--- config.mk ---
export PLATFORM = sky130hd
export DESIGN_NAME = multi_cycle_ctrl_fsm
export DESIGN_NICKNAME = d
export VERILOG_FILES = /design/src/rtl/multi_cycle_ctrl_fsm_pkg.sv /design/src/rtl/multi_cycle_ctrl_fsm_ctrl_next_state.sv /design/src/rtl/multi_cycle_ctrl_fsm.sv
export SDC_FILE = /design/constraint.sdc
export NUM_CORES = 1
export LEC_CHECK = 0
export BUFFER_PORTS_ARGS = -buffer_cell sky130_fd_sc_hd__buf_2
export CORE_MARGIN = 1
export CORE_UTILIZATION = 40
export DETAILED_ROUTE_END_ITERATION = 8
export PLACE_DENSITY = 0.81
export SYNTH_ARGS = -nofsm -noshare
export SYNTH_HDL_FRONTEND = slang
export SYNTH_SLANG_ARGS = --single-unit
--- constraint.sdc ---
create_clock -name clk -period 1.9 [get_ports clk]
set_input_delay 0.38 -clock clk [delete_from_list [all_inputs] [get_ports clk]]
set_output_delay 0.38 -clock clk [all_outputs]
set_load 0.02 [all_outputs]
--- src/rtl/multi_cycle_ctrl_fsm_pkg.sv ---
// Shared definitions for the multi-cycle RV32I control sequencer:
// opcodes, state encoding and datapath select encodings.
package multi_cycle_ctrl_fsm_pkg;

    localparam logic [6:0] OpcR      = 7'b0110011;
    localparam logic [6:0] OpcI      = 7'b0010011;
    localparam logic [6:0] OpcLoad   = 7'b0000011;
    localparam logic [6:0] OpcStore  = 7'b0100011;
    localparam logic [6:0] OpcBranch = 7'b1100011;
    localparam logic [6:0] OpcJal    = 7'b1101111;
    localparam logic [6:0] OpcJalr   = 7'b1100111;
    localparam logic [6:0] OpcEcall  = 7'b1110011;

    typedef enum logic [2:0] {
        StIf   = 3'd0,
        StId   = 3'd1,
        StEx   = 3'd2,
        StMem  = 3'd3,
        StWb   = 3'd4,
        StHalt = 3'd5
    } state_e;

    localparam logic [1:0] WbAluOut  = 2'b00;
    localparam logic [1:0] WbMdr     = 2'b01;
    localparam logic [1:0] WbPc      = 2'b10;

    localparam logic [1:0] SrcAPc    = 2'b00;
    localparam logic [1:0] SrcAOldPc = 2'b01;
    localparam logic [1:0] SrcARs1   = 2'b10;

    localparam logic [1:0] SrcBRs2   = 2'b00;
    localparam logic [1:0] SrcBFour  = 2'b01;
    localparam logic [1:0] SrcBImm   = 2'b10;

    localparam logic [1:0] AluAdd    = 2'b00;
    localparam logic [1:0] AluFunct  = 2'b01;
    localparam logic [1:0] AluBranch = 2'b10;

    localparam logic PcSrcAlu    = 1'b0;
    localparam logic PcSrcAluOut = 1'b1;

    localparam logic IordPc     = 1'b0;
    localparam logic IordAluOut = 1'b1;

    function automatic logic is_known_opc(logic [6:0] opc);
        return opc inside {OpcR, OpcI, OpcLoad, OpcStore, OpcBranch, OpcJal, OpcJalr, OpcEcall};
    endfunction

endpackage

--- src/rtl/multi_cycle_ctrl_fsm_ctrl_next_state.sv ---
// Combinational next-state logic for the multi-cycle control sequencer.
module multi_cycle_ctrl_fsm_ctrl_next_state
    import multi_cycle_ctrl_fsm_pkg::*;
#(
    parameter int unsigned OPC_W = 7
) (
    input  logic [2:0]       state,
    input  logic [OPC_W-1:0] opcode,
    input  logic             halt_req,
    input  logic             mem_ready,
    output logic [2:0]       next_state
);

    state_e ns;

    always_comb begin
        ns = state_e'(state);
        unique case (state_e'(state))
            StIf: begin
                if (mem_ready) ns = StId;
            end
            StId: begin
                if (opcode == OpcEcall) begin
                    ns = halt_req ? StHalt : StIf;
                end else if (is_known_opc(opcode)) begin
                    ns = StEx;
                end else begin
                    ns = StIf;
                end
            end
            StEx: begin
                case (opcode)
                    OpcR, OpcI:         ns = StWb;
                    OpcLoad, OpcStore:  ns = StMem;
                    default:            ns = StIf;
                endcase
            end
            StMem: begin
                if (mem_ready) ns = (opcode == OpcLoad) ? StWb : StIf;
            end
            StWb:    ns = StIf;
            StHalt:  ns = StHalt;
            default: ns = StIf;
        endcase
    end

    assign next_state = ns;

endmodule

--- src/rtl/multi_cycle_ctrl_fsm.sv ---
// Multi-cycle RV32I control sequencer: state register, output decode and, with
// MULTI_CYCLE_PERF_CNT_EN defined, cycle and retired-instruction counters.
module multi_cycle_ctrl_fsm
    import multi_cycle_ctrl_fsm_pkg::*;
#(
    parameter int unsigned OPC_W = 7
) (
    input  logic             clk,
    input  logic             reset,
    input  logic [OPC_W-1:0] opcode,
    input  logic             bcond,
    input  logic             halt_req,
    input  logic             mem_ready,
    output logic             pc_write,
    output logic             ir_write,
    output logic             iord,
    output logic             mem_read,
    output logic             mem_write,
    output logic             reg_write,
    output logic [1:0]       wb_sel,
    output logic [1:0]       alu_src_a,
    output logic [1:0]       alu_src_b,
    output logic [1:0]       alu_op_sel,
    output logic             pc_source,
    output logic             is_halted
`ifdef MULTI_CYCLE_PERF_CNT_EN
    ,
    output logic [31:0]      cycle_count,
    output logic [31:0]      instr_count
`endif
);

    state_e     state_q;
    state_e     state_d;
    logic [2:0] next_state;

    multi_cycle_ctrl_fsm_ctrl_next_state #(
        .OPC_W (OPC_W)
    ) u_next_state (
        .state      (state_q),
        .opcode     (opcode),
        .halt_req   (halt_req),
        .mem_ready  (mem_ready),
        .next_state (next_state)
    );

    assign state_d = state_e'(next_state);

    always_ff @(posedge clk or negedge reset) begin
        if (!reset) begin
            state_q <= StIf;
        end else begin
            state_q <= state_d;
        end
    end

    // Gated by reset so a pending request drops the instant reset asserts.
    always_comb begin
        pc_write   = 1'b0;
        ir_write   = 1'b0;
        iord       = IordPc;
        mem_read   = 1'b0;
        mem_write  = 1'b0;
        reg_write  = 1'b0;
        wb_sel     = WbAluOut;
        alu_src_a  = SrcAPc;
        alu_src_b  = SrcBRs2;
        alu_op_sel = AluAdd;
        pc_source  = PcSrcAlu;
        is_halted  = 1'b0;
        if (reset) begin
            unique case (state_q)
                StIf: begin
                    mem_read = 1'b1;
                    iord     = IordPc;
                    if (mem_ready) begin
                        ir_write   = 1'b1;
                        pc_write   = 1'b1;
                        alu_src_a  = SrcAPc;
                        alu_src_b  = SrcBFour;
                        alu_op_sel = AluAdd;
                        pc_source  = PcSrcAlu;
                    end
                end
                StId: begin
                    alu_src_a  = SrcAOldPc;
                    alu_src_b  = SrcBImm;
                    alu_op_sel = AluAdd;
                end
                StEx: begin
                    case (opcode)
                        OpcR: begin
                            alu_src_a  = SrcARs1;
                            alu_src_b  = SrcBRs2;
                            alu_op_sel = AluFunct;
                        end
                        OpcI: begin
                            alu_src_a  = SrcARs1;
                            alu_src_b  = SrcBImm;
                            alu_op_sel = AluFunct;
                        end
                        OpcLoad, OpcStore: begin
                            alu_src_a  = SrcARs1;
                            alu_src_b  = SrcBImm;
                            alu_op_sel = AluAdd;
                        end
                        OpcBranch: begin
                            alu_src_a  = SrcARs1;
                            alu_src_b  = SrcBRs2;
                            alu_op_sel = AluBranch;
                            if (bcond) begin
                                pc_write  = 1'b1;
                                pc_source = PcSrcAluOut;
                            end
                        end
                        OpcJal: begin
                            pc_write  = 1'b1;
                            pc_source = PcSrcAluOut;
                            reg_write = 1'b1;
                            wb_sel    = WbPc;
                        end
                        OpcJalr: begin
                            alu_src_a  = SrcARs1;
                            alu_src_b  = SrcBImm;
                            alu_op_sel = AluAdd;
                            pc_write   = 1'b1;
                            pc_source  = PcSrcAlu;
                            reg_write  = 1'b1;
                            wb_sel     = WbPc;
                        end
                        default: ;
                    endcase
                end
                StMem: begin
                    iord      = IordAluOut;
                    mem_read  = (opcode == OpcLoad);
                    mem_write = (opcode == OpcStore);
                end
                StWb: begin
                    reg_write = 1'b1;
                    wb_sel    = (opcode == OpcLoad) ? WbMdr : WbAluOut;
                end
                StHalt: begin
                    is_halted = 1'b1;
                end
                default: ;
            endcase
        end
    end

`ifdef MULTI_CYCLE_PERF_CNT_EN
    always_ff @(posedge clk or negedge reset) begin
        if (!reset) begin
            cycle_count <= '0;
            instr_count <= '0;
        end else begin
            if (state_q != StHalt) cycle_count <= cycle_count + 32'd1;
            if ((state_q inside {StId, StEx, StMem, StWb}) && (state_d == StIf)) begin
                instr_count <= instr_count + 32'd1;
            end
        end
    end
`endif

endmodule

# --- Word level (Yosys, flattened, before mapping) ---
# Index checks and enable logic that the tools add are counted.
totals:
  ram_bits: 0
  latch_bits: 0
  memories: 0
  romBits: 0
  inputBits: 12
  ff_bits: 3
op_classes:
  n_bitwise: 0
  multipliers: 0
  shifts: 0
  n_mux: 43
  n_addsub: 0
  n_lt_le_gt_ge: 0
  n_div: 0
  eq_ne: 15
  reduce_logical: 8
op_table:
  columns: ["cell", "count"]
  rows:
  - ["$eq 7x7->1 const B", 4]
  - ["$mux 1", 18]
  - ["$mux 2", 9]
  - ["$mux 3", 5]
  - ["$pmux 3 s5", 1]
  - ["$eq 7x6->1 const B", 2]
  - ["$pmux 2 s2", 3]
  - ["$pmux 1 s2", 5]
  - ["$reduce_bool 8->1", 1]
  - ["$eq 7x2->1 const B", 1]
  - ["$eq 7x5->1 const B", 1]
  - ["$eq 3x2->1 const B", 2]
  - ["$eq 3x3->1 const B", 2]
  - ["$pmux 2 s3", 1]
  - ["$pmux 3 s2", 1]
  - ["$reduce_or 2->1", 3]
  - ["$reduce_or 6->1", 1]
  - ["$ne 2x2->1 const B", 2]
  - ["$reduce_or 4->1", 1]
  - ["$eq 3x1->1 const B", 1]
  - ["$logic_not 3->1", 1]
  - ["$reduce_and 2->1", 1]

# --- Logic depth before layout (Yosys ltp) ---
depth:
  word_depth: 5
  depth_mapped: 5
  ltp_nobuf: 3

# --- Cells and area by module ---
# Synthesis repeated with hierarchy kept, for this count alone.
unflattened:
  hier_cells: 69
  area_unflattened_um2: 462.9
modules_own_cells:
  columns: ["mod", "area_per_inst_um2", "cells_per_inst", "seq_area_each_um2", "instances"]
  rows:
  - ["multi_cycle_ctrl_fsm", 317.8, 44, 75.1, 1]
  - ["multi_cycle_ctrl_fsm_ctrl_next_state", 145.1, 25, 0.0, 1]

# --- Least setup slack after synthesis ---
# No wires, ideal clock.
synth_timing:
  path_kind: "flip-flop to output port"
  startpoint: "register state_q[2]"
  endpoint: "output mem_write"
  setup_slack_ps: 24
  n_path_buf: 0
  path_stages_with_launch: 4
  arrival_ps: 1496
  cell_sequence: "dfrtp_1 nand2b_1 nor2_1 nor4b_2"
synth_between:
  elab_chain_cells: 3
synth_lines:
  columns: ["item", "line", "text"]
  rows:
  - ["start, declared", "multi_cycle_ctrl_fsm.sv:33", "state_e state_q;"]
  - ["start signal, assigned", "multi_cycle_ctrl_fsm.sv:51", "state_q <= StIf;"]
  - ["start signal, assigned", "multi_cycle_ctrl_fsm.sv:53", "state_q <= state_d;"]
  - ["$eq 3x2->1", "multi_cycle_ctrl_fsm.sv:72", "unique case (state_q)"]
  - ["$mux 1", "multi_cycle_ctrl_fsm.sv:72", null]
  - ["$mux 1", "multi_cycle_ctrl_fsm.sv:71", "if (reset) begin"]
  - ["end, declared", "multi_cycle_ctrl_fsm.sv:18", "output logic mem_write,"]
# No other way between the ends.

# --- Final worst setup path ---
layout_timing:
  startpoint: "register state_q[2]"
  endpoint: "output pc_write"
layout_between:
  elab_chain_cells: 3
layout_lines:
  columns: ["item", "line", "text"]
  rows:
  - ["$eq 3x2->1 or $logic_not 3->1 (tied branches)", "multi_cycle_ctrl_fsm.sv:72", null]
  - ["$pmux 1 s2 *", "multi_cycle_ctrl_fsm.sv:72", null]
  - ["$mux 1 *", "multi_cycle_ctrl_fsm.sv:71", null]
  - ["end, declared", "multi_cycle_ctrl_fsm.sv:14", "output logic pc_write,"]
# Mark *: on every way between the ends. The rest lies on a longest branch, timed or not.

==> results_dict.tcl <==
set metrics [dict create \
    stdcell_count 123 \
    setup_viol 0 \
    htree_num_levels 1 \
    avgSynthCellArea_um2 7.33 \
    antenna_left 0 \
    grt_pass1_wl_um 2410 \
    largest_reg_flops 3 \
    cts_tree "built" \
    cts.sinks 3 \
    synth_top_family_by_area "simple AND/OR/NAND/NOR gates" \
    pin_count 28 \
    fmax_mhz 528 \
    grt_max_degree 12 \
    ys_seq_area_frac 0.142 \
    clockBufferDepth 2 \
    synth-simple-area-share 0.491 \
    n_antenna_cell 0 \
    critPathKind "reg -> out" \
    synth_compound_area_frac 0.258 \
    cp_data_arrival_time_ns 1.51 \
    synth_top_area_share 0.142 \
    start_util 0.451 \
    numCtsBuffers 3 \
    die_h_um 38.3 \
    antenna_found_initial 0 \
    yosys-mux-area-fraction 0 \
    gr-usage-all-layers 0.234 \
    placed_cell_area_um2 661 \
    clk_latency_ns 0.25 \
    crit_path_end_kind "output pin" \
    drt-initial-drc-count 22 \
    cp_max_fo 7 \
    skew_ns 0.0111 \
    worstPathRequired_ns 1.52 \
    yosys.area_share.adder 0 \
    relSlewSlack 0.818 \
    cts.clk_slew.worst_paths_ns 0.04 \
    hold_path.class "in -> reg" \
    synth_area_um2 528 \
    drt_wl_total_um 1730 \
    syn_inst 72 \
    ys_ff_latch 3 \
    start_kind "flop" \
    grt_overflow_total 0 \
    vias 705 \
    hpwlAfterDp_um 1130 \
    drt-vias-per-instance 5.73 \
    placementRows 12 \
    yosys.area_share.xor_xnor 0 \
    clock-root-buffer "clkbuf_4" \
    syn_nets 84 \
    synth_top_cells_by_area "dfrtp_1 14%, a21oi_1 5.7%, nor2_1 5.7%" \
    fin_hold_ws_ns 0.473 \
    outcome "finished, final reports clean" \
    area_growth_pct 50.5 \
    regMostFlops "state_q" \
    drc_errors 0 \
    ys_warn_count 0 \
    die_w_um 38.3 \
    core-area_um2 1170 \
    fin_area_um2 795 \
    drive_gt1_frac 0.495 \
    p_leak_nw 0.383 \
    hold_viol_final 0 \
    portBuffers 27 \
    finalWorstPathRequiredPeriod_ns 1.89 \
    grt_pass1_vias 598 \
    drt_first_pass_iters 4 \
    dieArea_um2 1470 \
    max-vdd-ir-drop_v 0.000476 \
    ys_types 35 \
    place_congestion 0.840 \
    wl_per_cell_um 14.0 \
    synth_top_area_cell "dfrtp_1" \
    worst_pin_slew_ns 0.272 \
    placed_cells 110 \
    maxCapViolCount 0 \
    maxSlewViolCount 0 \
    top_regs "state_q: 3 flops" \
    powerDensity_nw_per_um2 397 \
    nets 122 \
    fin_crit_sh 0.996 \
]
## cell type report
cell class              count  area [um^2]
well taps                  14         17.5
clock buffers               4         26.3
multi-input cells          59          414
flip-flops and latches      3         78.8
inverters                   4         15.0
fillers                    95          377
repair buffers             39          243
## synth_stat cells
master,instances
nand2_1,5
and3_1,1
dfrtp_1,3
nor4b_2,1
buf_6,2
o32ai_1,1
nor2_1,8
and4bb_1,1
o32ai_2,1
nand2b_4,1
nor3_1,4
inv_1,4
a211o_1,2
nor3b_1,1
and4_1,1
nand3_1,4
a21oi_1,6
clkbuf_1,2
buf_4,1
a211oi_1,1
o22ai_1,2
or2_1,1
nor3_2,1
nor4bb_4,1
a22oi_1,1
nor2b_1,3
a31oi_1,2
clkbuf_2,1
nand2b_1,4
and3b_1,1
nand4_1,1
and2_1,1
o21bai_1,1
a21boi_1,1
a41oi_1,1
## per-layer routing
metal	track usage	wire (um)	vias to the layer above
li1	-	-	339
met1	0.246	670	330
met2	0.424	934	32
met3	0.0349	85	4
met4	0.155	38	0
met5	0	0	-
## kinds of logic after synthesis
logic type,count (synthesis)
AND/OR/NAND/NOR,40
AO/OA/AOI/OAI,19
buffers and inverters,10
flip-flops,3
## worst max-delay path, stage by stage (launching register included)
cell and delay (ns):
dfrtp_2 0.44, and4bb_2 0.35, nand3_2 0.12, o21bai_1 0.18, buf_4 0.16
## report_power, final
part           internal [mW]  leakage, nW  total [mW]  switching (mW)
registers             0.0672       0.0355      0.0713         0.00408
clock network         0.0791       0.0150       0.119          0.0400
logic                 0.0558        0.333       0.125          0.0694
total                  0.202        0.383       0.316           0.113
## stage by stage
step                setup TNS (ns)   util  worst slack (ns)  total power [mW]
floorplan                        0      -            0.0239             0.140
finish                           0  0.678           0.00708             0.316
detailed placement               0  0.564            0.0236             0.173
global route               -0.0983  0.678           -0.0350             0.332
global placement                 0  0.564            0.0475             0.169
CTS                              0  0.610          0.000439             0.296
## worst paths after layout
check	from	to	slack, ns	cells past startpoint
hold reg to reg	state_q[2]	state_q[1]	0.69	2
max in group asynchronous	reset	state_q[0]	1.14	2
min in group asynchronous	reset	state_q[1]	0.57	2
setup / recovery	state_q[2]	pc_write	0.007	4
hold / removal	mem_ready	state_q[0]	0.47	3
setup reg to reg	state_q[1]	state_q[1]	0.48	3
## repair_timing
item                                    CTS  global route
hold buffers                              1             0
gates resized for setup                   4            11
buffers inserted                          1             7
endpoints found under the setup margin    4             9
hold endpoints to repair                  3             0
pin swaps                                 1             3
## cell usage in the layout, fill, tap and decap left out
cell type and count:
and3b_1 1, nand2b_4 1, and3_1 1, o32ai_1 1, a31oi_1 2, o22ai_1 2, clkbuf_4 3, a21oi_1 6
buf_4 17, inv_1 4, nor2b_1 3, nand3_1 3, a22oi_1 1, nor2_1 7, and4bb_2 1, nand4_1 1
clkbuf_1 1, nand2b_2 1, o32ai_2 1, and4_1 1, dlygate4sd3_1 1, nor3_4 1, nand2b_1 3, a41oi_1 1
a211o_1 2, nor3_1 4, or2_4 1, a21boi_1 1, and2_1 1, dfrtp_2 3, nor4b_2 1, nor4bb_4 1
nor3b_1 1, nand3_2 1, nor2_2 1, a211oi_1 1, o21bai_1 1, nand2_1 5, buf_2 21
Note: power is estimated with default switching activity, not from simulation.
